[src/rtl/mem_arbiter.sv]
// mem_arbiter: shares the single backing-memory port between I-cache refills and D-cache refill/writeback bursts.
// Build option ARB_ROUND_ROBIN_EN: alternate grants on simultaneous requests; otherwise D has fixed priority.
module mem_arbiter #(
  parameter int ADDR_W    = 32,
  parameter int DATA_W    = 32,
  parameter int BURST_LEN = 4
) (
  input  logic              clk,
  input  logic              rst_n,
  input  logic              i_req,
  input  logic [ADDR_W-1:0] i_addr,
  output logic [DATA_W-1:0] i_rdata,
  output logic              i_rvalid,
  output logic              i_done,
  input  logic              d_req,
  input  logic              d_we,
  input  logic [ADDR_W-1:0] d_addr,
  input  logic [DATA_W-1:0] d_wdata,
  output logic              d_wready,
  output logic [DATA_W-1:0] d_rdata,
  output logic              d_rvalid,
  output logic              d_done,
  output logic              mem_req,
  output logic              mem_we,
  output logic [ADDR_W-1:0] mem_addr,
  output logic [DATA_W-1:0] mem_wdata,
  input  logic [DATA_W-1:0] mem_rdata,
  input  logic              mem_ready,
  output logic              cache_busy
);

  localparam int CNT_W      = $clog2(BURST_LEN);
  localparam int LINE_BYTES = BURST_LEN * 4;

`ifdef ARB_ROUND_ROBIN_EN
  localparam bit RR_EN = 1'b1;
`else
  localparam bit RR_EN = 1'b0;
`endif

  typedef enum logic [1:0] {IDLE, I_BURST, D_BURST} state_t;

  state_t            state, state_nxt;
  logic [CNT_W-1:0]  cnt;
  logic [ADDR_W-1:0] base_addr;
  logic [ADDR_W-1:0] beat_off;
  logic              we_lat;
  logic              last_grant;   // 0 = I served last, 1 = D served last
  logic              last_beat;
  logic              grant_i, grant_d;
  logic              tie_pick_i;

  logic [DATA_W-1:0] i_rdata_p1, d_rdata_p1;
  logic              i_vld_p1, d_vld_p1;
  logic              i_done_p1, d_done_p1;

  function automatic logic [ADDR_W-1:0] line_base(input logic [ADDR_W-1:0] a);
    return a & ~ADDR_W'(LINE_BYTES - 1);
  endfunction

  assign last_beat  = mem_ready && (cnt == CNT_W'(BURST_LEN - 1));
  assign beat_off   = ADDR_W'(cnt) << 2;
  assign tie_pick_i = RR_EN & ~last_grant ? 1'b0 : RR_EN & last_grant;

  // Grants are withheld while a done pulse is out so the finished requester can drop req.
  always_comb begin
    grant_i = 1'b0;
    grant_d = 1'b0;
    if (state == IDLE && !(i_done_p1 || d_done_p1)) begin
      if (i_req && d_req) begin
        grant_i = tie_pick_i;
        grant_d = ~tie_pick_i;
      end else begin
        grant_i = i_req;
        grant_d = d_req;
      end
    end
  end

  always_ff @(posedge clk or negedge rst_n) begin
    if (!rst_n) state <= IDLE;
    else        state <= state_nxt;
  end

  always_comb begin
    state_nxt = state;
    case (state)
      IDLE: begin
        if (grant_d)      state_nxt = D_BURST;
        else if (grant_i) state_nxt = I_BURST;
      end
      I_BURST, D_BURST: if (last_beat) state_nxt = IDLE;
      default:          state_nxt = IDLE;
    endcase
  end

  always_comb begin
    mem_req   = 1'b0;
    mem_we    = 1'b0;
    mem_addr  = '0;
    mem_wdata = '0;
    d_wready  = 1'b0;
    case (state)
      I_BURST: begin
        mem_req  = 1'b1;
        mem_addr = base_addr + beat_off;
      end
      D_BURST: begin
        mem_req  = 1'b1;
        mem_we   = we_lat;
        mem_addr = base_addr + beat_off;
        if (we_lat) begin
          mem_wdata = d_wdata;
          d_wready  = mem_ready;
        end
      end
      default: ;
    endcase
  end

  assign cache_busy = rst_n & ((state != IDLE) | i_req | d_req);

  always_ff @(posedge clk or negedge rst_n) begin
    if (!rst_n) begin
      cnt        <= '0;
      base_addr  <= '0;
      we_lat     <= 1'b0;
      last_grant <= 1'b0;
    end else if (state == IDLE) begin
      if (grant_i || grant_d) begin
        cnt       <= '0;
        base_addr <= line_base(grant_d ? d_addr : i_addr);
        we_lat    <= grant_d & d_we;
      end
    end else if (mem_ready) begin
      cnt <= last_beat ? '0 : cnt + 1'b1;
      if (last_beat) last_grant <= (state == D_BURST);
    end
  end

  // p1: read beats and done pulses appear one cycle after the completing mem_ready
  always_ff @(posedge clk or negedge rst_n) begin
    if (!rst_n) begin
      i_rdata_p1 <= '0;
      d_rdata_p1 <= '0;
      i_vld_p1   <= 1'b0;
      d_vld_p1   <= 1'b0;
      i_done_p1  <= 1'b0;
      d_done_p1  <= 1'b0;
    end else begin
      i_vld_p1  <= (state == I_BURST) & mem_ready;
      d_vld_p1  <= (state == D_BURST) & ~we_lat & mem_ready;
      i_done_p1 <= (state == I_BURST) & last_beat;
      d_done_p1 <= (state == D_BURST) & last_beat;
      if ((state == I_BURST) && mem_ready)            i_rdata_p1 <= mem_rdata;
      if ((state == D_BURST) && !we_lat && mem_ready) d_rdata_p1 <= mem_rdata;
    end
  end

  assign i_rdata  = i_rdata_p1;
  assign i_rvalid = i_vld_p1;
  assign i_done   = i_done_p1;
  assign d_rdata  = d_rdata_p1;
  assign d_rvalid = d_vld_p1;
  assign d_done   = d_done_p1;

endmodule

[config.mk]
export PLATFORM = sky130hd
export DESIGN_NAME = mem_arbiter
export DESIGN_NICKNAME = d
export VERILOG_FILES = /design/src/rtl/mem_arbiter.sv
export SDC_FILE = /design/constraint.sdc
export NUM_CORES = 1
export LEC_CHECK = 0
export CAP_MARGIN = 20
export CORE_MARGIN = 1.5
export CORE_UTILIZATION = 30
export CTS_CLUSTER_DIAMETER = 200
export DETAILED_ROUTE_END_ITERATION = 8
export PLACE_DENSITY = 0.71
export SYNTH_ARGS = -nofsm -noshare
export SYNTH_HDL_FRONTEND = slang
export SYNTH_SLANG_ARGS = --single-unit
[constraint.sdc]
create_clock -name clk -period 2.93 [get_ports clk]
set_input_delay 0.293 -clock clk [delete_from_list [all_inputs] [get_ports clk]]
set_output_delay 0.293 -clock clk [all_outputs]
set_load 0.01 [all_outputs]
==> flow_metrics.py, run 1 <==
metrics = {
    "status": {
        "status": "completed",
    },
    "clocking": {
        "clockBufferDepth": 2,
        "cts_tree": "done",
        "clk_pin_slew_ns": 0.07,
        "clock-root-buffer": "clkbuf_16",
        "htreeDepth": 3,
        "cts_made_buffers": 9,
        "ctsHoldBuffers": 0,
        "post_cts.repair.setup_buffers": 0,
        "cts_resized": 0,
        "clock_sinks": 101,
        "clock_latency_ns": 0.35,
    },
    "final_layout": {
        "drive_gt1_share_pct": 15.9,
        "synthToLayoutAreaGrowth_pct": 67.0,
        "nFillCells": 1327,
        "n_antenna_cell": 0,
        "fin_nets": 742,
    },
    "synth": {
        "synth.avg_cell_area_um2": 13.0,
        "yosys.area.top_type": "dfrtp_1",
        "post_synth_instance_area_um2": 4590,
        "synth_edf_count": 0,
        "synthCells": 353,
        "synth_top_area_share_pct": 55.0,
        "yosysUniqueCellTypes": 28,
        "ys_async_sr_fraction_pct": 100,
        "ys_ff_latch": 101,
        "yosys-top-cells-area": "dfrtp_1 55%, mux2_2 16%, and3_1 4.8%, a221o_1 4.6%, a32o_1 4.6%",
        "ys_seq_area_share_pct": 55.0,
        "yosysMostFrequentCell": "dfrtp_1",
        "synth_ff_type": "dfrtp_1",
        "yosys-top-cells-count": "101 x dfrtp_1, 64 x mux2_2, 35 x and3_1, 32 x and2_1",
        "yosys_warnings": 0,
    },
    "floorplanning": {
        "start_util_pct": 30.4,
        "die_x_um": 127,
        "core-area_um2": 15100,
        "rows": 45,
        "die_area_um2": 16100,
        "die_h_um": 127,
        "num_io_pins": 270,
    },
    "place": {
        "pre_cts_ws_ns": 0.614,
        "port_buffers": 259,
        "dp_hpwl_mm": 9.64,
        "gp_routability_congestion": 0.746,
    },
    "timing": {
        "max-slew-margin-rel_pct": 41.5,
        "drv_slew": 0,
        "rsz0062_at_grt": "false",
        "fmax_mhz": 378,
        "finalSetupTns_ns": 0,
        "fin_crit_sh_pct": 90.2,
        "min_period_ns": 2.64,
        "hold_viol": 0,
        "setup_viol_count_final": 0,
        "fin_worst_skew_ns": 0.00865,
        "holdWs_ns": 0.00861,
        "setup_slack_ns": 0.287,
        "tightest_slew_ns": 0.878,
    },
    "route": {
        "first_iter_violations": 133,
        "dr.pass1.iters": 4,
        "wl_per_cell_um": 17.0,
        "vias": 3954,
        "vias_per_cell": 4.96,
        "ant_nets": 0,
        "post-route-drc-count": 0,
        "wl_mm": 13.6,
    },
    "worst_setup_path": {
        "path_class": "reg2out",
        "critPathBufInv": 3,
        "startpoint_type": "flop",
        "critPathMaxStageDelay_ns": 0.56,
        "rr_startpoint": "state[0]",
        "worstPathRequired_ns": 2.64,
        "path_depth": 5,
        "cp_top_family": "buffers and inverters",
        "crit_path_end_kind": "output port",
        "rr_worst_depth": 4,
        "cpMaxStageDelayCell": "clkdlybuf4s50_1",
        "reg2reg_slack_ns": 0.93,
        "critPathLaunch": "state[0]",
        "path_max_fanout": 18,
        "path_cells": "inv_1 > ha_1 > buf_4 > and2_1 > clkdlybuf4s50_1",
        "worst_ep_arrival_time_ns": 2.35,
    },
    "power_and_ir_drop": {
        "power_mw": 7.56,
        "p_per_area_nw_per_um2": 986,
        "p_leak_nw": 3.24,
        "vdd_drop_max_mv": 0.516,
    },
    "global_route": {
        "grt-ovfl-total": 0,
        "grt_max_degree": 71,
        "gr-usage-all-layers_pct": 16.5,
        "grt_pass1_wl_mm": 20.9,
        "grt_antenna_before_repair": 0,
        "grt_pass1_vias": 4051,
    },
    "job": {
        "drv_cap": 0,
    },
    "worst_hold_path": {
        "min_path_type": "in2async",
    },
}
[cells by family after synthesis]
kind of cell	Yosys count	share of synthesized area, %
flops	101	55.0
simple gates	83	11.2
compound gates	65	13.0
mux	64	15.7
buf+inv	35	3.84
fa+ha+maj	4	1.09
other cells	1	0.0816
[worst register-to-register path, stage by stage (launching register included)]
cell,delay (ns)
dfrtp_1,0.42
inv_1,0.10
ha_1,0.27
nand2_1,0.54
a221o_1,0.56
[worst paths after layout]
path | endpoint
hold / removal | base_addr[4]
hold reg to reg | base_addr[7]
setup / recovery | mem_addr[17]
setup reg to reg | base_addr[24]
min in group clk | base_addr[7]
max in group asynchronous | i_rdata[13]
[per-layer routing]
metal | wire length, um | vias up | GRT usage [%] | share of wire (%)
li1 | - | 1815 | - | -
met1 | 5670 | 1952 | 19.9 | 42
met2 | 6670 | 166 | 28.0 | 49
met3 | 987 | 21 | 5.82 | 7.3
met4 | 251 | 0 | 4.88 | 1.8
met5 | 0 | - | 0 | 0
[report_power, final]
group,internal (mW),switching [mW],leakage (nW)
clock,0.753,0.543,0.156
sequential,2.08,0.411,1.22
combinational,2.26,1.52,1.87
total,5.09,2.48,3.24
[layout by cell type, fill, tap and decap left out]
master	netlist	layout
clkinvlp_4	0	1
o2bb2ai_1	7	7
ha_1	4	4
inv_6	0	1
inv_1	4	4
and2_1	32	32
nand2_2	1	1
nor2_1	3	3
conb_1	1	2
mux2_2	64	64
buf_4	4	12
a22oi_1	7	7
bufinv_16	0	2
clkbuf_16	0	9
a221o_1	21	21
nor3b_4	1	1
a21oi_1	2	2
a22o_1	3	3
nand3b_1	2	2
and3_1	35	35
or3b_2	1	1
clkdlybuf4s50_1	0	258
o22ai_1	1	1
a32o_1	21	21
o211ai_1	1	1
or2_2	1	1
clkinv_2	0	1
dfrtp_1	101	101
a21boi_0	2	2
nor2b_2	0	1
nand2_1	5	5
nor2b_1	2	1
clkinv_4	0	2
[cell type report]
cell class	instances	area, um^2	area share, %
clock buffers	9	225	2.94
clock inverters	7	98.8	1.29
inverters	4	15.0	0.196
multi-input cells	218	1900	24.7
flip-flops and latches	101	2530	32.9
well taps	188	235	3.07
repair buffers	270	2670	34.8
[registers in the layout, indices dropped and copies added (netlist names)]
register and cells:
d_rdata 32, i_rdata 32, base_addr 28, cnt 2, state 2, d_done 1, d_rvalid 1, i_done 1
i_rvalid 1, we_lat 1
[per-stage QoR]
stage               util (%)  instance area [um^2]  instances
floorplan                  -                  4600        354
global placement        48.7                  7350        781
detailed placement      48.7                  7350        781
CTS                     50.8                  7670        797
global route            50.8                  7670        797
finish                  50.8                  7670        797
(Power assumes the default switching activity.)
==> run 2: changes to the inputs <==
==> constraint.sdc (replaced) <==
create_clock -name clk -period 3.3 [get_ports clk]
set_input_delay 0.33 -clock clk [delete_from_list [all_inputs] [get_ports clk]]
set_output_delay 0.33 -clock clk [all_outputs]
set_load 0.01 [all_outputs]
==> run 2 against run 1 <==
Net effect:
- combinational power decreased by 11%
- cell area about the same
- via count increased by 0.28%
- sequential share of layout area about the same
- count of clock-buffer cells in the layout unchanged
- utilization about the same
- flip-flop and latch count unchanged
- first-iteration DRC count increased by 47%
- global-route usage about the same
- power decreased by 11%
==> flow_metrics.py, run 2 (synthesis gave the netlist of run 1 again) <==
metrics = {
    "clocking": {
        "cts_made_buffers": 9,
        "htreeDepth": 3,
        "clk_pin_slew_ns": 0.07,
        "cts_resized": 0,
        "clock_latency_ns": 0.34,
        "ctsHoldBuffers": 0,
        "clock-root-buffer": "clkbuf_16",
        "clockBufferDepth": 2,
        "cts_tree": "done",
        "post_cts.repair.setup_buffers": 0,
        "clock_sinks": 101,
    },
    "final_layout": {
        "final_common_cell": "clkdlybuf4s50_1",
        "fin_cells": 794,
        "n_antenna_cell": 0,
        "drive_gt1_share_pct": 15.5,
        "fin_nets": 740,
        "multi_input_area_um2": 1900,
        "layout_common_cells": "258 x clkdlybuf4s50_1, 101 x dfrtp_1, 64 x mux2_2, 35 x and3_1, 32 x and2_1",
        "utilization_pct": 50.8,
        "fin_area_um2": 7670,
        "synthToLayoutAreaGrowth_pct": 66.9,
        "seqCellArea_um2": 2530,
        "nFillCells": 1343,
    },
    "worst_setup_path": {
        "path_max_fanout": 32,
        "path_class": "reg2out",
        "worst_ep_arrival_time_ns": 2.47,
        "crit_path_end_kind": "output port",
        "worstPathRequired_ns": 2.97,
        "startpoint_type": "flop",
    },
    "timing": {
        "min_period_ns": 2.80,
        "tightest_slew_ns": 0.892,
        "finalSetupTns_ns": 0,
        "rsz0062_at_grt": "false",
        "holdWs_ns": 0.111,
        "setup_viol_count_final": 0,
        "fin_worst_skew_ns": 0.00352,
        "drv_slew": 0,
        "setup_slack_ns": 0.501,
        "fmax_mhz": 357,
        "hold_viol": 0,
        "fin_crit_sh_pct": 84.8,
        "max-slew-margin-rel_pct": 40.6,
    },
    "status": {
        "status": "completed",
    },
    "place": {
        "dp_hpwl_mm": 9.62,
        "gp_routability_congestion": 0.735,
        "dp_cells": 778,
        "dpl_cell_area_um2": 7320,
        "pre_cts_ws_ns": 0.841,
        "port_buffers": 259,
    },
    "global_route": {
        "grt_pass1_wl_mm": 21.1,
        "gr-usage-all-layers_pct": 16.6,
        "grt_antenna_before_repair": 0,
        "grt-ovfl-total": 0,
        "grt_max_degree": 65,
        "grt_pass1_vias": 4232,
    },
    "power_and_ir_drop": {
        "vdd_drop_max_mv": 0.539,
        "p_per_area_nw_per_um2": 874,
        "power_mw": 6.70,
        "p_leak_nw": 3.23,
    },
    "route": {
        "wl_per_cell_um": 17.1,
        "post-route-drc-count": 0,
        "vias": 3965,
        "dr.pass1.iters": 4,
        "vias_per_cell": 4.99,
        "wl_mm": 13.6,
        "first_iter_violations": 196,
        "ant_nets": 0,
    },
    "floorplanning": {
        "die_x_um": 127,
        "rows": 45,
        "die_h_um": 127,
        "die_area_um2": 16100,
        "core-area_um2": 15100,
        "num_io_pins": 270,
        "start_util_pct": 30.4,
    },
    "worst_hold_path": {
        "min_path_type": "in2async",
    },
    "job": {
        "drv_cap": 0,
    },
}
## run 2: worst max-delay path, stage by stage, from the launching register on
cell,delay [ns]
dfrtp_1,0.39
inv_1,0.07
ha_1,0.85
and2_1,0.23
clkdlybuf4s50_1,0.57
## run 2: where the power goes
part	switching [mW]	internal [mW]	leakage, nW
sequential	0.364	1.84	1.22
clock	0.456	0.660	0.147
combinational	1.36	2.02	1.87
## run 2: cell type report
type,instances,area share (%)
sequential,101,33.0
multi-input combinational,218,24.7
inverter,4,0.196
timing repair buffer,268,34.9
clock buffer,9,2.94
tap,188,3.07
clock inverter,6,1.16
## run 2: path summary, 6_finish.rpt
| path | endpoint | start | slack, ns | cells after the start |
|---|---|---|---|---|
| worst min register to register | base_addr[7] | base_addr[7] | 0.48 | 1 |
| max in group asynchronous | d_rdata[4] | rst_n | 2.55 | 2 |
| worst max-delay path | mem_addr[26] | state[0] | 0.50 | 4 |
| worst max register to register | d_rdata[15] | state[0] | 1.15 | 5 |
| min in group clk | base_addr[7] | base_addr[7] | 0.48 | 1 |
| worst min-delay path | base_addr[17] | rst_n | 0.11 | 2 |
## run 2: metal layers
metal  share of wire [%]  vias up  global-route usage, %  routed length [um]
met3                 7.5       27                   5.27                1010
li1                    -     1811                      -                   -
met2                  49      176                   27.5                6620
met4                 2.8        0                   7.35                 383
met5                   0        -                      0                   0
met1                  41     1951                   19.8                5580
